--- src/rtl/iir_biquad_mc.sv ---
// Multi-channel direct-form-I biquad with one shared multiplier, 5 MAC cycles + 1 write cycle per channel.
// Define IIR_SAT_EN to clamp results to the DATA_W range instead of wrapping.
module iir_biquad_mc #(
  parameter int DATA_W = 16,
  parameter int COEF_W = 16,
  parameter int FRAC_W = 14,
  parameter int NUM_CH = 2
) (
  input  logic                     clk,
  input  logic                     reset,
  input  logic                     sample_valid,
  input  logic [NUM_CH*DATA_W-1:0] sample_in,
  input  logic [COEF_W-1:0]        b0,
  input  logic [COEF_W-1:0]        b1,
  input  logic [COEF_W-1:0]        b2,
  input  logic [COEF_W-1:0]        a1,
  input  logic [COEF_W-1:0]        a2,
  input  logic                     clear_state,
  output logic [NUM_CH*DATA_W-1:0] sample_out,
  output logic                     out_valid,
  output logic                     busy,
  output logic                     overrun
);

  localparam int PROD_W = DATA_W + COEF_W;
  localparam int ACC_W  = PROD_W + 3;
  localparam int CH_W   = (NUM_CH > 1) ? $clog2(NUM_CH) : 1;
  localparam logic [CH_W-1:0] LAST_CH = CH_W'(NUM_CH - 1);

  typedef enum logic [1:0] {IDLE, MAC, WRITE, DONE} state_t;

  state_t                    r_state;
  logic [CH_W-1:0]           r_ch;
  logic [2:0]                r_tap;
  logic signed [ACC_W-1:0]   r_acc;
  logic signed [COEF_W-1:0]  r_b0, r_b1, r_b2, r_a1, r_a2;
  logic signed [DATA_W-1:0]  r_x  [NUM_CH];
  logic signed [DATA_W-1:0]  r_x1 [NUM_CH];
  logic signed [DATA_W-1:0]  r_x2 [NUM_CH];
  logic signed [DATA_W-1:0]  r_y1 [NUM_CH];
  logic signed [DATA_W-1:0]  r_y2 [NUM_CH];
  logic [NUM_CH*DATA_W-1:0]  r_sample_out;
  logic                      r_out_valid;
  logic                      r_busy;
  logic                      r_overrun;

  logic signed [COEF_W-1:0]  w_coef;
  logic signed [DATA_W-1:0]  w_data;
  logic signed [PROD_W-1:0]  w_prod;
  logic signed [ACC_W-1:0]   w_prod_ext;
  logic signed [ACC_W-1:0]   w_shift;
  logic signed [DATA_W-1:0]  w_y;

  // Tap order b0,b1,b2,a1,a2 selects coefficient and history operand for the current channel.
  // NOTE: every always_comb output gets a default first so no path can infer a latch.
  always_comb begin
    w_coef = r_b0;
    w_data = r_x[r_ch];
    case (r_tap)
      3'd1:    begin w_coef = r_b1; w_data = r_x1[r_ch]; end
      3'd2:    begin w_coef = r_b2; w_data = r_x2[r_ch]; end
      3'd3:    begin w_coef = r_a1; w_data = r_y1[r_ch]; end
      3'd4:    begin w_coef = r_a2; w_data = r_y2[r_ch]; end
      default: begin w_coef = r_b0; w_data = r_x[r_ch];  end
    endcase
  end

  assign w_prod     = w_coef * w_data;
  assign w_prod_ext = {{3{w_prod[PROD_W-1]}}, w_prod};
  assign w_shift    = r_acc >>> FRAC_W;

`ifdef IIR_SAT_EN
  logic [ACC_W-DATA_W:0] w_hi;
  assign w_hi = w_shift[ACC_W-1:DATA_W-1];

  // In range only when every bit above the result's sign bit matches it.
  always_comb begin
    w_y = w_shift[DATA_W-1:0];
    if (!((&w_hi) || !(|w_hi)))
      w_y = w_shift[ACC_W-1] ? {1'b1, {(DATA_W-1){1'b0}}} : {1'b0, {(DATA_W-1){1'b1}}};
  end
`else
  assign w_y = w_shift[DATA_W-1:0];
`endif

  // NOTE: sequential state uses non-blocking assignments only, so every register samples pre-edge values.
  always_ff @(posedge clk) begin
    if (reset) begin
      r_state      <= IDLE;
      r_ch         <= '0;
      r_tap        <= '0;
      r_acc        <= '0;
      r_b0         <= '0;
      r_b1         <= '0;
      r_b2         <= '0;
      r_a1         <= '0;
      r_a2         <= '0;
      r_sample_out <= '0;
      r_out_valid  <= 1'b0;
      r_busy       <= 1'b0;
      r_overrun    <= 1'b0;
      // NOTE: the history arrays are reset too; they are a handful of flops, not a RAM, and must start at zero.
      for (int k = 0; k < NUM_CH; k++) begin
        r_x[k]  <= '0;
        r_x1[k] <= '0;
        r_x2[k] <= '0;
        r_y1[k] <= '0;
        r_y2[k] <= '0;
      end
    end else begin
      r_out_valid <= 1'b0;
      if (sample_valid && r_state != IDLE) r_overrun <= 1'b1;

      case (r_state)
        IDLE: begin
          if (clear_state) begin
            for (int k = 0; k < NUM_CH; k++) begin
              r_x1[k] <= '0;
              r_x2[k] <= '0;
              r_y1[k] <= '0;
              r_y2[k] <= '0;
            end
          end
          if (sample_valid) begin
            for (int k = 0; k < NUM_CH; k++) r_x[k] <= sample_in[k*DATA_W +: DATA_W];
            r_b0    <= b0;
            r_b1    <= b1;
            r_b2    <= b2;
            r_a1    <= a1;
            r_a2    <= a2;
            r_acc   <= '0;
            r_ch    <= '0;
            r_tap   <= '0;
            r_busy  <= 1'b1;
            r_state <= MAC;
          end
        end

        MAC: begin
          r_acc <= (r_tap >= 3'd3) ? r_acc - w_prod_ext : r_acc + w_prod_ext;
          if (r_tap == 3'd4) begin
            r_tap   <= '0;
            r_state <= WRITE;
          end else begin
            r_tap <= r_tap + 3'd1;
          end
        end

        WRITE: begin
          for (int k = 0; k < NUM_CH; k++)
            if (r_ch == CH_W'(k)) r_sample_out[k*DATA_W +: DATA_W] <= w_y;
          r_x2[r_ch] <= r_x1[r_ch];
          r_x1[r_ch] <= r_x[r_ch];
          r_y2[r_ch] <= r_y1[r_ch];
          r_y1[r_ch] <= w_y;
          r_acc      <= '0;
          if (r_ch == LAST_CH) begin
            r_state <= DONE;
          end else begin
            r_ch    <= r_ch + CH_W'(1);
            r_state <= MAC;
          end
        end

        DONE: begin
          r_out_valid <= 1'b1;
          r_busy      <= 1'b0;
          r_state     <= IDLE;
        end

        default: r_state <= IDLE;
      endcase
    end
  end

  assign sample_out = r_sample_out;
  assign out_valid  = r_out_valid;
  assign busy       = r_busy;
  assign overrun    = r_overrun;

endmodule

--- config.mk ---
export PLATFORM = sky130hd
export DESIGN_NAME = iir_biquad_mc
export DESIGN_NICKNAME = d
export VERILOG_FILES = /design/src/rtl/iir_biquad_mc.sv
export SDC_FILE = /design/constraint.sdc
export NUM_CORES = 1
export LEC_CHECK = 0
export ABC_AREA = 1
export CAP_MARGIN = 25
export CORE_MARGIN = 5
export CORE_UTILIZATION = 44
export DETAILED_ROUTE_END_ITERATION = 12
export DONT_BUFFER_PORTS = 1
export PLACE_DENSITY_LB_ADDON = 0.15
export SLEW_MARGIN = 20
export SYNTH_ARGS = -nofsm -noshare
export SYNTH_HDL_FRONTEND = slang
export SYNTH_SLANG_ARGS = --single-unit
--- constraint.sdc ---
create_clock -name clk -period 11.5 [get_ports clk]
set_input_delay 1.15 -clock clk [delete_from_list [all_inputs] [get_ports clk]]
set_output_delay 1.15 -clock clk [all_outputs]
set_load 0.01 [all_outputs]
Word level (Yosys, flattened, before mapping)
Memory sizes are Yosys's and may differ from the RTL's. A register that Yosys moved wholly into a read port is not among the register bits.
Cells that the tools add are included.
{"block": "word_totals", "register_bits": 156, "ram_bits": 160, "out_inout_bits": 35, "elab_cells": 127, "mem_count": 5}
{"block": "classes", "addsub": 4, "n_mul": 1, "order_cmp": 1, "eq_ne": 9, "mux": 63, "bitwise": 11, "reduce_logical": 19}
{"name": "r_x", "depth": 2, "word_bits": 16, "rd": 1, "rd_ports_with_merged_regs": 1, "wr": 2, "line": "37", "text": "logic signed [DATA_W-1:0] r_x [NUM_CH];"}
{"name": "r_x1", "depth": 2, "word_bits": 16, "rd": 1, "rd_ports_with_merged_regs": 1, "wr": 2, "line": "38", "text": "logic signed [DATA_W-1:0] r_x1 [NUM_CH];"}
{"name": "r_x2", "depth": 2, "word_bits": 16, "rd": 1, "rd_ports_with_merged_regs": 1, "wr": 2, "line": "39", "text": "logic signed [DATA_W-1:0] r_x2 [NUM_CH];"}
{"name": "r_y1", "depth": 2, "word_bits": 16, "rd": 1, "rd_ports_with_merged_regs": 1, "wr": 2, "line": "40", "text": "logic signed [DATA_W-1:0] r_y1 [NUM_CH];"}
{"name": "r_y2", "depth": 2, "word_bits": 16, "rd": 1, "rd_ports_with_merged_regs": 1, "wr": 2, "line": "41", "text": "logic signed [DATA_W-1:0] r_y2 [NUM_CH];"}
{"op": "$mux 16", "n": 14}
{"op": "$pmux 16 s4", "n": 2}
{"op": "$pmux 35 s3", "n": 1}
{"op": "$mux 35", "n": 2}
{"op": "$reduce_or 16->1", "n": 4}
{"op": "$add 35x32->35", "n": 1}
{"op": "$mux 1", "n": 35}
{"op": "$sub 35x32->35", "n": 1}
{"op": "$mul 16x16->32", "n": 1}
{"op": "$reduce_and 2->1", "n": 8}
{"op": "$or 1x1->1", "n": 10}
{"op": "$pmux 2 s4", "n": 1}
{"op": "$reduce_bool 2->1", "n": 4}
{"op": "$eq 3x2->1 const B", "n": 2}
{"op": "$mux 2", "n": 3}
{"op": "$mux 3", "n": 2}
{"op": "$pmux 3 s2", "n": 1}
{"op": "$eq 2x2->1 const B", "n": 2}
{"op": "$ne 2x2->1 const B", "n": 2}
{"op": "$pmux 1 s2", "n": 2}
{"op": "$add 3x1->3 const B", "n": 1}
{"op": "$eq 3x1->1 const B", "n": 1}
{"op": "$eq 3x3->1 const B", "n": 1}
{"op": "$ge 3x2->1 const B", "n": 1}
{"op": "other kinds (6)", "n": 6}

Longest topological paths before layout
{"block": "depth", "ltp_word": 6, "ltp_mapped": 56, "depth_no_buf": 54}

Least setup slack after synthesis
No wires, ideal clock.
{"block": "synth_timing", "path_type": "reg2reg", "startpoint": "reg r_tap[0]", "endpoint": "reg r_acc[27]", "setup_ns": 0.134, "t_arrival_ns": 8.680, "t_required_ns": 11.366, "setup_slack_ns": 2.686, "path_stages_with_launch": 44, "n_path_buf": 3, "path_cell_list": "dfxtp_1 > ha_1 > ha_1 > clkinv_1 > clkbuf_1 > clkbuf_1 > o221ai_1 > nand2_1 > clkbuf_1 > nor2_1 > fa_1 > inv_1 > fa_1 > fa_1 > inv_1 > fa_1 > fa_1 > inv_1 > (+8 left out) > inv_1 > nor2_1 > nand2_1 > nor3_2 > or2_2 > nand2_1 > xor2_1 > ha_1 > nand2_1 > nor4_1 > nand3_1 > nand3_1 > nand3_1 > nand2_1 > a21o_1 > a21oi_1 > o21ai_0 > a21oi_1"}
{"block": "synth_between", "elab_chain_cells": 6}
{"item": "from (decl)", "line": "34", "text": "logic [2:0] r_tap;"}
{"item": "from (signal assigned)", "line": "145", "text": "r_tap <= r_tap + 3'd1;"}
{"item": "$eq 3x3->1, or another cell as far along", "line": "59", "text": "case (r_tap)"}
{"item": "$pmux 16 s4", "line": "59"}
{"item": "$mul 16x16->32", "line": "68", "text": "assign w_prod = w_coef * w_data;"}
{"item": "$add 35x32->35 / $sub 35x32->35 (equally long branches)", "line": "140", "text": "r_acc <= (r_tap >= 3'd3) ? r_acc - w_prod_ext : r_acc + w_prod_ext;"}
{"item": "$mux 35 *", "line": "140"}
{"item": "$pmux 35 s3 *", "line": "114", "text": "case (r_state)"}
{"item": "to (signal assigned)", "line": "140"}
{"item": "to (decl)", "line": "35", "text": "logic signed [ACC_W-1:0] r_acc;"}
Every way passes the cells marked *; elsewhere a longest branch is shown, timed or not.
A chain may end at the register's enable or synchronous reset.

Worst setup path after layout
{"block": "layout_timing", "startpoint": "reg r_tap[0]", "endpoint": "reg r_acc[29]"}
Same word-level chain as after synthesis.

==> Implementation_results.wiki <==
{| class="wikitable"
! Metric !! Value
|-
| Result of the run || finished, final reports clean
|-
| Final global-route overflow total || 0
|-
| Critical setup path kind || reg -> reg
|-
| Mean number of vias per cell || 5.26
|-
| Kind of end point of the critical path || register
|-
| Final setup vio count || 0
|-
| Mapped Avg Cell Area || 8.49 µm²
|-
| Number of antenna violations at the first check in global routing || 0
|-
| GPL Wtd Cong || 0.948
|-
| DIE HEIGHT || 246 µm
|-
| Initial core utilization || 0.443
|-
| Ratio of cells with drive above 1 in the final layout || 0.0603
|-
| Post-CTS Hold Buffers || 0
|-
| Count of instances resized after the clock tree is built || 0
|-
| Post-route fraction of the period consumed by the critical path || 0.942
|-
| Count of placed standard cells including taps || 3538
|-
| DRC errors left || 0
|-
| Setup WS pre-CTS || 757 ps
|-
| Non-Filler Instances || 3601
|-
| Global routing's busiest layer || met2
|-
| Largest net degree at the start of global routing || 92
|-
| Reg2reg start || r_tap[0]
|-
| Number of hold violations in the final report || 0
|-
| Class of the most critical hold timing path || reg -> reg
|-
| Met3 demand-to-capacity share in global routing || 0.0423
|-
| Number of global-route vias before repair || 19400
|-
| Sequential element share of the synthesized area || 0.321
|-
| Average wire per standard cell || 19.6 µm
|-
| Post-Route Skew || 26.2 ps
|-
| Crit-path most repeated cell || sky130_fd_sc_hd__nand2_1
|-
| Library cell contributing the largest single delay on the critical path || sky130_fd_sc_hd__fa_1
|-
| Post-layout worst setup margin || 669 ps
|-
| Setup repair after global routing missed its margin || false
|-
| Headroom to the max-slew limit || 0.363
|-
| Data arrival time of the worst path || 11270 ps
|-
| Finished Core Util || 0.477
|-
| Met1 global-route usage || 0.333
|-
| Crit path buffers/inverters || 8
|-
| Clock latency at the later pin of the worst-skew pair || 550 ps
|-
| Via Count || 18900
|-
| Synthesized net count || 3357
|-
| # Max-Cap Violations || 0
|-
| First element of the critical path || r_tap[0]
|-
| Pre-antenna DRT Iters || 6
|-
| Distinct cells, synth || 56
|-
| Core footprint || 0.0551 mm²
|-
| CP required || 11940 ps
|-
| GRT Total Usage || 0.237
|-
| Half-perimeter wire length after detailed placement || 55200 µm
|-
| CTS H-tree depth || 2
|-
| DRC violation total after the first TritonRoute iteration || 1291
|-
| Post-Route Setup TNS || 0 ps
|-
| Commonest non-fill, non-tap cell in the layout || sky130_fd_sc_hd__nand2_1
|-
| Area Growth Syn to Fin || 7.46%
|-
| Clock root buffer master || sky130_fd_sc_hd__clkbuf_16
|-
| Critical Path Source Type || register
|-
| First-pass GRT wire length || 112000 µm
|-
| Post-CTS Setup Bufs || 0
|-
| Final worst path period need || 10830 ps
|-
| Final antenna-violating net count || 0
|-
| Cell area after synthesis || 0.0244 mm²
|-
| Port Buf Inserts || 0
|-
| Die Footprint || 0.0603 mm²
|-
| Worst Hold Launch || r_b0[2]
|-
| Main synth FF type || sky130_fd_sc_hd__edfxtp_1
|-
| Clock tree from TritonCTS || built
|-
| Clock transition at the registers of the reported paths || 60 ps
|-
| Max frequency || 92.3 MHz
|-
| Pin slew with the least headroom to its limit || 955 ps
|-
| Slew Limit Fails || 0
|-
| Total of flip-flops plus latches after synthesis || 312
|-
| Commonest non-fill, non-tap cells in the layout || sky130_fd_sc_hd__nand2_1, sky130_fd_sc_hd__inv_1, sky130_fd_sc_hd__nor2_1
|-
| Met2 usage || 0.373
|-
| Async SR Flop Fraction || 0
|-
| TritonCTS sink count || 312
|-
| Delay contributed by the slowest stage of the critical path || 600 ps
|-
| Final WL || 70700 µm
|-
| CP Max Fanout || 22
|-
| Largest delay contributor family on the critical path || adder cells
|-
| Post-synth EDFFs || 160
|-
| Std-Cell Rows || 86
|-
| Horiz. Die Dim || 246 µm
|-
| Warnings from Yosys || 0
|-
| Final nets || 3307
|-
| Gate count after technology mapping || 2878
|-
| Number of buffers inserted during clock tree synthesis || 35
|-
| Boundary pin count || 151
|-
| Number of buffers between clock root and the deepest sink || 3
|-
| Antenna Cells || 0
|}
==> layer usage <==
layer	vias to the layer above	share of wire
li1	9015	-
met1	9247	0.45
met2	561	0.45
met3	122	0.064
met4	0	0.038
met5	-	0
==> area by class of cell <==
cell class,instances,area [µm²]
timing repair buffer,23,193
tap,748,936
clock buffer,51,1020
sequential,312,7850
multi-input combinational,1939,14200
fill,5393,28800
clock inverter,11,118
inverter,517,1940
==> final timing paths <==
kind,to,slack (ps),cells past startpoint
worst max-delay path,r_acc[29],670,45
worst min-delay path,r_b0[2],460,2
worst min register to register,r_b0[2],460,2
worst max register to register,r_acc[29],670,45
==> tightest hold or removal path: cells and delay by family (launching register included) <==
kind	cells	cell delay (ps)
flops	1	310
simple gates	1	60
compound gates	1	50
==> cells in the mapped netlist, types with 9 or more instances <==
cell | n | area (µm²)
sky130_fd_sc_hd__ha_1 | 114 | 1430
sky130_fd_sc_hd__o22ai_1 | 15 | 93.8
sky130_fd_sc_hd__inv_1 | 502 | 1880
sky130_fd_sc_hd__nor2_1 | 399 | 1500
sky130_fd_sc_hd__o21ai_0 | 119 | 596
sky130_fd_sc_hd__xnor2_1 | 22 | 193
sky130_fd_sc_hd__o221ai_1 | 12 | 105
sky130_fd_sc_hd__clkbuf_1 | 85 | 319
sky130_fd_sc_hd__nand4_1 | 12 | 75.1
sky130_fd_sc_hd__a31o_2 | 33 | 289
sky130_fd_sc_hd__dfxtp_1 | 152 | 3040
sky130_fd_sc_hd__fa_1 | 249 | 4980
sky130_fd_sc_hd__xor2_1 | 34 | 298
sky130_fd_sc_hd__buf_2 | 13 | 65.1
sky130_fd_sc_hd__nand3_1 | 75 | 375
sky130_fd_sc_hd__o21a_1 | 16 | 120
sky130_fd_sc_hd__clkinv_1 | 10 | 37.5
sky130_fd_sc_hd__a21oi_1 | 169 | 846
sky130_fd_sc_hd__or2_2 | 11 | 68.8
sky130_fd_sc_hd__edfxtp_1 | 160 | 4800
sky130_fd_sc_hd__nor3_1 | 11 | 55.1
sky130_fd_sc_hd__mux2i_1 | 41 | 410
sky130_fd_sc_hd__a221oi_1 | 15 | 131
sky130_fd_sc_hd__nand2_1 | 510 | 1910
sky130_fd_sc_hd__o221a_2 | 9 | 101
==> metrics by stage <==
| stage | hold WS, ps | instance area [µm²] |
|---|---|---|
| 2_1_floorplan | 441 | 24400 |
| 3_3_place_gp | 447 | 25100 |
| 3_5_place_dp | 451 | 25100 |
| 4_1_cts | 460 | 26200 |
| 5_1_grt | 478 | 26300 |
| 6_report | 459 | 26300 |
==> registers in the layout, indices dropped and copies added, names as in the netlist, 30 cells and up, named ones only <==
name,count
r_x1,32
r_x2,32
r_x,32
r_y1,32
r_y2,32
sample_out,32
r_acc,30
==> kinds of logic after synthesis <==
| group | synth area share |
|---|---|
| AO/OA/AOI/OAI | 0.104 |
| buffers and inverters | 0.0984 |
| flip-flops | 0.321 |
| AND/OR/NAND/NOR | 0.176 |
| multiplexers | 0.0168 |
| XOR/XNOR | 0.0207 |
| adder cells (fa/ha/maj) | 0.262 |
Power is left out: the tool's default activity adds up to more than one toggle a clock period on the data nets, which glitch-free logic cannot reach.
